$ cat config.mk
export PLATFORM = sky130hd
export DESIGN_NAME = apu_codec_serializer_flat
export DESIGN_NICKNAME = d
export VERILOG_FILES = /design/src/rtl/apu_codec_serializer_if.sv /design/src/rtl/apu_codec_serializer.sv /design/src/flat_wrapper.sv
export SDC_FILE = /design/constraint.sdc
export NUM_CORES = 1
export LEC_CHECK = 0
export ABC_CLOCK_PERIOD_IN_PS = 3300
export BUFFER_PORTS_ARGS = -buffer_cell sky130_fd_sc_hd__buf_2
export CORE_AREA = 2 2 83 85
export CTS_CLUSTER_SIZE = 40
export DETAILED_ROUTE_END_ITERATION = 8
export DIE_AREA = 0 0 85 87
export SYNTH_ARGS = -nofsm -noshare
export SYNTH_HDL_FRONTEND = slang
export SYNTH_SLANG_ARGS = --single-unit
$ cat constraint.sdc
create_clock -name i_clk -period 3.3 [get_ports i_clk]
set_input_delay 0.495 -clock i_clk [delete_from_list [all_inputs] [get_ports i_clk]]
set_output_delay 0.495 -clock i_clk [all_outputs]
set_load 0.05 [all_outputs]
$ cat src/rtl/apu_codec_serializer_if.sv
// rtl/apu_codec_serializer_if.sv - mixer sample handshake and codec serial pins
interface apu_codec_serializer_if #(
    parameter int SAMPLE_BITS = 16
);
    logic [SAMPLE_BITS-1:0] dac_sample;
    logic                   adc_dat;
    logic                   sample_req;
    logic                   sample_end;
    logic [SAMPLE_BITS-1:0] adc_sample;
    logic                   bclk;
    logic                   lrclk;
    logic                   dac_dat;

    modport master (
        output dac_sample, adc_dat,
        input  sample_req, sample_end, adc_sample, bclk, lrclk, dac_dat
    );

    modport slave (
        input  dac_sample, adc_dat,
        output sample_req, sample_end, adc_sample, bclk, lrclk, dac_dat
    );
endinterface

$ cat src/rtl/apu_codec_serializer.sv
// rtl/apu_codec_serializer.sv - mono codec serializer, left-justified (PAPU_I2S_MODE_EN: Philips I2S)
module apu_codec_serializer #(
    parameter int BCLK_DIV    = 4,
    parameter int SAMPLE_BITS = 16
) (
    input  logic                  i_clk,
    input  logic                  i_reset,
    apu_codec_serializer_if.slave bus
);
    localparam int DIV_W = (BCLK_DIV > 1) ? $clog2(BCLK_DIV) : 1;

    // Bit position of the left MSB within the 32-bit frame.
`ifdef PAPU_I2S_MODE_EN
    localparam logic [4:0] DATA_OFS = 5'd1;
`else
    localparam logic [4:0] DATA_OFS = 5'd0;
`endif

    logic [DIV_W-1:0]       r_div_cnt;
    logic [4:0]             r_bit_cnt;
    logic                   r_bclk;
    logic                   r_lrclk;
    logic                   r_dac_dat;
    logic                   r_sample_req;
    logic                   r_sample_end;
    logic [SAMPLE_BITS-1:0] r_tx_word;
    logic [SAMPLE_BITS-2:0] r_rx_shift;
    logic [SAMPLE_BITS-1:0] r_adc_sample;

    logic                   w_tick;
    logic [4:0]             w_next_bit;
    logic [3:0]             w_tx_idx;
    logic [4:0]             w_rx_pos;
    logic                   w_latch;
    logic [SAMPLE_BITS-1:0] w_rx_next;

    assign w_tick     = (r_div_cnt == DIV_W'(BCLK_DIV - 1));
    assign w_next_bit = r_bit_cnt + 5'd1;
    assign w_tx_idx   = ~(w_next_bit[3:0] - DATA_OFS[3:0]);
    assign w_rx_pos   = r_bit_cnt - DATA_OFS;
    assign w_latch    = (w_next_bit == DATA_OFS);
    assign w_rx_next  = {r_rx_shift, bus.adc_dat};

    always_ff @(posedge i_clk) begin
        if (i_reset) begin
            r_div_cnt    <= '0;
            r_bit_cnt    <= '0;
            r_bclk       <= 1'b0;
            r_lrclk      <= 1'b0;
            r_dac_dat    <= 1'b0;
            r_sample_req <= 1'b0;
            r_sample_end <= 1'b0;
            r_tx_word    <= '0;
            r_rx_shift   <= '0;
            r_adc_sample <= '0;
        end else begin
            r_sample_req <= 1'b0;
            r_sample_end <= 1'b0;
            if (w_tick) begin
                r_div_cnt <= '0;
                r_bclk    <= ~r_bclk;
                if (r_bclk) begin
                    // Falling edge: advance to the next bit and present its data.
                    r_bit_cnt <= w_next_bit;
                    r_lrclk   <= w_next_bit[4];
                    if (w_latch) begin
                        r_tx_word    <= bus.dac_sample;
                        r_dac_dat    <= bus.dac_sample[SAMPLE_BITS-1];
                        r_sample_req <= 1'b1;
                    end else begin
                        r_dac_dat <= r_tx_word[w_tx_idx];
                    end
                end else if (!w_rx_pos[4]) begin
                    r_rx_shift <= w_rx_next[SAMPLE_BITS-2:0];
                    if (w_rx_pos[3:0] == 4'd15) begin
                        r_adc_sample <= w_rx_next;
                        r_sample_end <= 1'b1;
                    end
                end
            end else begin
                r_div_cnt <= r_div_cnt + 1'b1;
            end
        end
    end

    assign bus.bclk       = r_bclk;
    assign bus.lrclk      = r_lrclk;
    assign bus.dac_dat    = r_dac_dat;
    assign bus.sample_req = r_sample_req;
    assign bus.sample_end = r_sample_end;
    assign bus.adc_sample = r_adc_sample;
endmodule

$ cat src/flat_wrapper.sv
// flat-port wrapper written by rule: the top's interface ports become plain ports
module apu_codec_serializer_flat 
#(
    parameter int BCLK_DIV    = 4,
    parameter int SAMPLE_BITS = 16
)
  (i_clk, i_reset, bus_dac_sample, bus_adc_dat, bus_sample_req, bus_sample_end, bus_adc_sample, bus_bclk, bus_lrclk, bus_dac_dat);
  apu_codec_serializer_if #(.SAMPLE_BITS(SAMPLE_BITS)) bus_i ();
  input  logic i_clk;
  input  logic i_reset;
  input wire logic [$bits(bus_i.dac_sample)-1:0] bus_dac_sample;
  input wire logic [$bits(bus_i.adc_dat)-1:0] bus_adc_dat;
  output wire logic [$bits(bus_i.sample_req)-1:0] bus_sample_req;
  output wire logic [$bits(bus_i.sample_end)-1:0] bus_sample_end;
  output wire logic [$bits(bus_i.adc_sample)-1:0] bus_adc_sample;
  output wire logic [$bits(bus_i.bclk)-1:0] bus_bclk;
  output wire logic [$bits(bus_i.lrclk)-1:0] bus_lrclk;
  output wire logic [$bits(bus_i.dac_dat)-1:0] bus_dac_dat;
  assign bus_i.dac_sample = bus_dac_sample;
  assign bus_i.adc_dat = bus_adc_dat;
  assign bus_sample_req = bus_i.sample_req;
  assign bus_sample_end = bus_i.sample_end;
  assign bus_adc_sample = bus_i.adc_sample;
  assign bus_bclk = bus_i.bclk;
  assign bus_lrclk = bus_i.lrclk;
  assign bus_dac_dat = bus_i.dac_dat;
  apu_codec_serializer #(.BCLK_DIV(BCLK_DIV), .SAMPLE_BITS(SAMPLE_BITS)) u_core (.i_clk(i_clk), .i_reset(i_reset), .bus(bus_i));
endmodule
* After elaboration in Yosys (flattened, before gate mapping) *
Cells that the tools add are included.

storage, ports and cells
  register bits after elaboration = 59
  word-level logic and storage cells = 32

cells by class
  $add $sub $neg = 2
  $lt $le $gt $ge = 1
  eq/ne operators = 2
  mux-type cells = 5
  bitwise operators = 4
  reductions and logical operators = 8

operators with widths
  kind                   number
  $reduce_and A3 Y1      2
  $add A5 B1 Y5 const B  1
  $logic_not A5 Y1       1
  $lt A4 B5 Y1 const B   1
  $bmux W1 S4            1
  $eq A4 B4 Y1 const B   1
  $mux W1                4
  $not A4 Y4             1
  $reduce_and A4 Y1      1
  $reduce_or A4 Y1       1
  $not A1 Y1             3
  $reduce_or A3 Y1       1
  $add A2 B1 Y2 const B  1
  $eq A2 B2 Y1 const B   1
  $reduce_and A2 Y1      1
  $reduce_or A2 Y1       1

* Depth between registers and ports, before layout *
  word-level depth = 5
  mapped depth = 9
  gate-level depth less buffers = 5

* Worst setup path after synthesis *
Ideal clock, no wire load.

  kind = reg-to-reg
  start point = reg, netlist name u_core.bus.lrclk
  end point = reg u_core.r_tx_word[0]
  arrival time = 1.890 ns
  data required time = 3.172 ns
  slack = 1.283 ns
  cell stages (with the launch flop) = 7
  buffers on the path = 1
  period minus slack after synthesis = 2.017 ns
  cell sequence = dfxtp_1 > and4_1 > o211ai_1 > nor2_2 > buf_6 > mux2i_1 > nor2_1

RTL lines
  element                 line                        text
  end signal: assignment  apu_codec_serializer.sv:67  r_tx_word <= bus.dac_sample;
  end: declaration        apu_codec_serializer.sv:26  logic [SAMPLE_BITS-1:0] r_tx_word;

* Worst setup path after layout *
  start point = reg u_core.r_div_cnt[0]
  end point = reg u_core.r_adc_sample[4], in the netlist u_core.bus.adc_sample[4]

on the way
  word-level cells in the longest chain between the ends = 2

RTL lines
  element                      line                        text
  start: declaration           apu_codec_serializer.sv:19  logic [DIV_W-1:0] r_div_cnt;
  start signal: assignment     apu_codec_serializer.sv:81  r_div_cnt <= r_div_cnt + 1'b1;
  $eq A2 B2 Y1                 apu_codec_serializer.sv:37  assign w_tick = (r_div_cnt == DIV_W'(BCLK_DIV - 1));
  $reduce_and A4 Y1 (no line)  --
  end signal: assignment       apu_codec_serializer.sv:76  r_adc_sample <= w_rx_next;
  end: declaration             apu_codec_serializer.sv:28  logic [SAMPLE_BITS-1:0] r_adc_sample;

Every way passes these cells.
A chain may end at the register's enable or synchronous reset.

==> run metrics <==
Avg Cell Area, Syn=9.13 µm²; largest net degree at the start of global routing=59; wirelength, routed=4320 µm; Worst Path Arrival=2560 ps; CTS max path bufs=2; Clock Root Buffer=clkbuf_8; Chip Width=85 µm; delay-heaviest family, CP=simple AND/OR/NAND/NOR gates; Skew-Pair Late Insertion Delay=330 ps; DRC viols=0; Area Growth Syn to Fin=20.9%; Multi-input gate area=970 µm²; # IOs=40; clk sinks=58; library cells used by synthesis=26; Main synth FF type=dfxtp_1; post-CTS setup buffer count=0; outcome=finished clean; worst-case reg-to-reg path depth=5; fraction of the cycle the final worst path needs=0.699; reg2reg end=u_core.bus.adc_sample[4]$_SDFFE_PP0P_; CTS resizes=0; critical path type=flip-flop to flip-flop; critical path, cell by cell=ha_1 -> or3b_1 -> nor2_2 -> nand2_1 -> a21oi_1; Synth warnings=0; type of origin of the critical path=flip-flop; worst slack, placed=959 ps; CTS buffer count=9; grt total ovfl=0; Mapped Area=2210 µm²; number of global-route vias before repair=1600; DP HPWL=2800 µm; register clock-pin slew on the reported worst setup and hold paths=70 ps; Hold Fails Final Rpt=0; Setup TNS=0 ps; Rows=30; antenna viol nets, final=0; Wirelength per Cell=11.9 µm; die height=87 µm; Final nets=299; Synth async-reset ratio=0; Starting Density=0.336; synthesized flop and latch total=58; worst reg2reg setup slack=990 ps; layout cell share with drive strength beyond 1=0.223; # setup viols final=0; Mapped Cells=242; fillcell total=683; Sequential Area=1160 µm²; Max-cap violations=0; Setup WS post-layout=994 ps; CTS H-tree depth=3; P per Cell Area=561 nW/µm²; hold_sp=bus_dac_sample[7]; CTS tree=built; worst path buffer plus inverter count=0; peak supply drop=0.495 mV; Worst Max-Slew Pin Slew=1020 ps; Worst Clk Skew=6.75 ps; Seq/Total Area, Yosys=0.526; Hold Path Class=input pin to flip-flop; via/cell ratio=4.72; via count=1712; Critical Path End Type=flip-flop; hold path depth=3; drt initial violations=107; initial antenna violation count=0; hold-fix buffers at CTS=0; slowest cell on the critical path=or3b_1; worst rel slew slack=0.323; Buffers on Ports=39; Req. time, crit path=3560 ps; unrepaired setup endpoints after global routing=false; Slew Limit Fails=0; CORE AREA=6570 µm²; Lkg Pwr=0.991 nW; Worst path max stage delay=650 ps; GRT Total Usage=0.131; antenna fix cells=0; routability cong.=0.755; Max FO, Critical Path=17; full die area=7400 µm²; first-pass GRT wire length=7470 µm; Synthesized Nets=263; Hold Path End=u_core.r_tx_word[7]$_SDFFE_PP0P_; Detailed Routing Iterations Pass 1=4; worst r2r src=u_core.r_div_cnt[0]$_SDFF_PP0_; fin crit period=2310 ps; maximum clock rate=434 MHz; EDFF count, synth=0
-- flip-flops by register name, summed over array words and instances (netlist names) --
| name | flops |
|---|---|
| u_core.bus.sample_req | 1 |
| u_core.r_rx_shift | 15 |
| u_core.bus.sample_end | 1 |
| u_core.r_div_cnt | 2 |
| u_core.r_tx_word | 16 |
| u_core.bus.bclk | 1 |
| u_core.bus.dac_dat | 1 |
| u_core.r_bit_cnt | 4 |
| u_core.bus.adc_sample | 16 |
| u_core.bus.lrclk | 1 |
-- layout make-up --
class | instances | share of cell area
repair buffers | 41 | 0.0787
well taps | 80 | 0.0375
multi-input cells | 168 | 0.363
clock buffers | 12 | 0.0581
clock inverters | 4 | 0.0276
flip-flops and latches | 58 | 0.435
-- layout by cell type (no fill, tap or decap) --
master     Yosys  final
or3b_1         1      1
nand2_1       64     64
nor2_2         2      2
a311oi_1       1      1
nor3b_1        2      2
buf_2          5     39
a211oi_1       1      1
clkinv_4       0      1
a21oi_1       35     35
o21ai_0        2      2
bufinv_16      0      2
nor3_1         2      2
or2_1          1      1
mux4_2         5      5
xor2_1         3      3
xnor2_1        2      2
or3_1          2      2
buf_4          1      2
clkbuf_1       7      1
o211ai_1       1      1
and4_1         1      1
ha_1           2      2
clkbuf_8       0     11
clkinv_2       0      1
nor2_1        20     20
dfxtp_1       58     58
nand3_1        4      4
mux2i_1       17     17
-- synth_stat cells, drive strengths merged, types with 2 or more instances --
cell type | count | area share
nand2 | 64 | 0.11
dfxtp | 58 | 0.53
a21oi | 35 | 0.079
nor2 | 22 | 0.040
mux2i | 17 | 0.077
buf | 9 | 0.023
clkbuf | 7 | 0.012
mux4 | 5 | 0.051
nand3 | 4 | 0.0091
xor2 | 3 | 0.012
ha | 2 | 0.011
nor3 | 2 | 0.0045
nor3b | 2 | 0.0068
o21ai | 2 | 0.0045
or3 | 2 | 0.0057
xnor2 | 2 | 0.0079
-- tightest hold or removal path: stages --
cell and delay [ps]:
buf_2 70, mux2i_1 50, nor2_1 70
-- metrics by stage --
stage	power, mW	cells	area, µm²	hold WS [ps]	util
6_report	1.50	363	2670	392	0.406
5_1_grt	1.56	363	2670	388	0.406
4_1_cts	1.53	363	2670	375	0.406
3_5_place_dp	0.772	347	2440	422	0.372
3_3_place_gp	0.771	347	2440	412	0.372
2_1_floorplan	0.754	242	2210	404	-
-- layer usage --
layer | GRT usage | wire length [µm]
met4 | 0.0779 | 78
met2 | 0.210 | 2000
met3 | 0.0521 | 252
met1 | 0.149 | 1990
met5 | 0 | 0
-- cell families after synthesis --
logic type,synth area share
AOI/OAI and AO/OA,0.0946
xor gates and xnor gates,0.0198
adders and majority gates,0.0113
buffers and inverters,0.0351
DFF,0.526
muxes,0.128
and+or+nand+nor,0.185
-- power by group --
part | leakage [nW] | internal, mW | total, mW | switching (mW)
combinational | 0.407 | 0.0159 | 0.0461 | 0.0302
sequential | 0.468 | 0.705 | 0.709 | 0.00432
clock | 0.117 | 0.467 | 0.743 | 0.277
-- worst max path at each step --
stage                                        start                                endpoint  slack (ps)  cells after the start
global route        u_core.r_div_cnt[0]$_SDFF_PP0_  u_core.bus.adc_sample[11]$_SDFFE_PP0P_         740                      5
global placement    u_core.r_div_cnt[0]$_SDFF_PP0_   u_core.bus.adc_sample[4]$_SDFFE_PP0P_        1000                      5
floorplan            u_core.bus.lrclk$_SDFFE_PP0P_        u_core.r_tx_word[0]$_SDFFE_PP0P_        1280                      6
CTS                 u_core.r_div_cnt[0]$_SDFF_PP0_   u_core.bus.adc_sample[4]$_SDFFE_PP0P_         950                      5
detailed placement  u_core.r_div_cnt[0]$_SDFF_PP0_   u_core.bus.adc_sample[4]$_SDFFE_PP0P_         960                      5
finish              u_core.r_div_cnt[0]$_SDFF_PP0_   u_core.bus.adc_sample[4]$_SDFFE_PP0P_         990                      5
(Power assumes the default switching activity.)
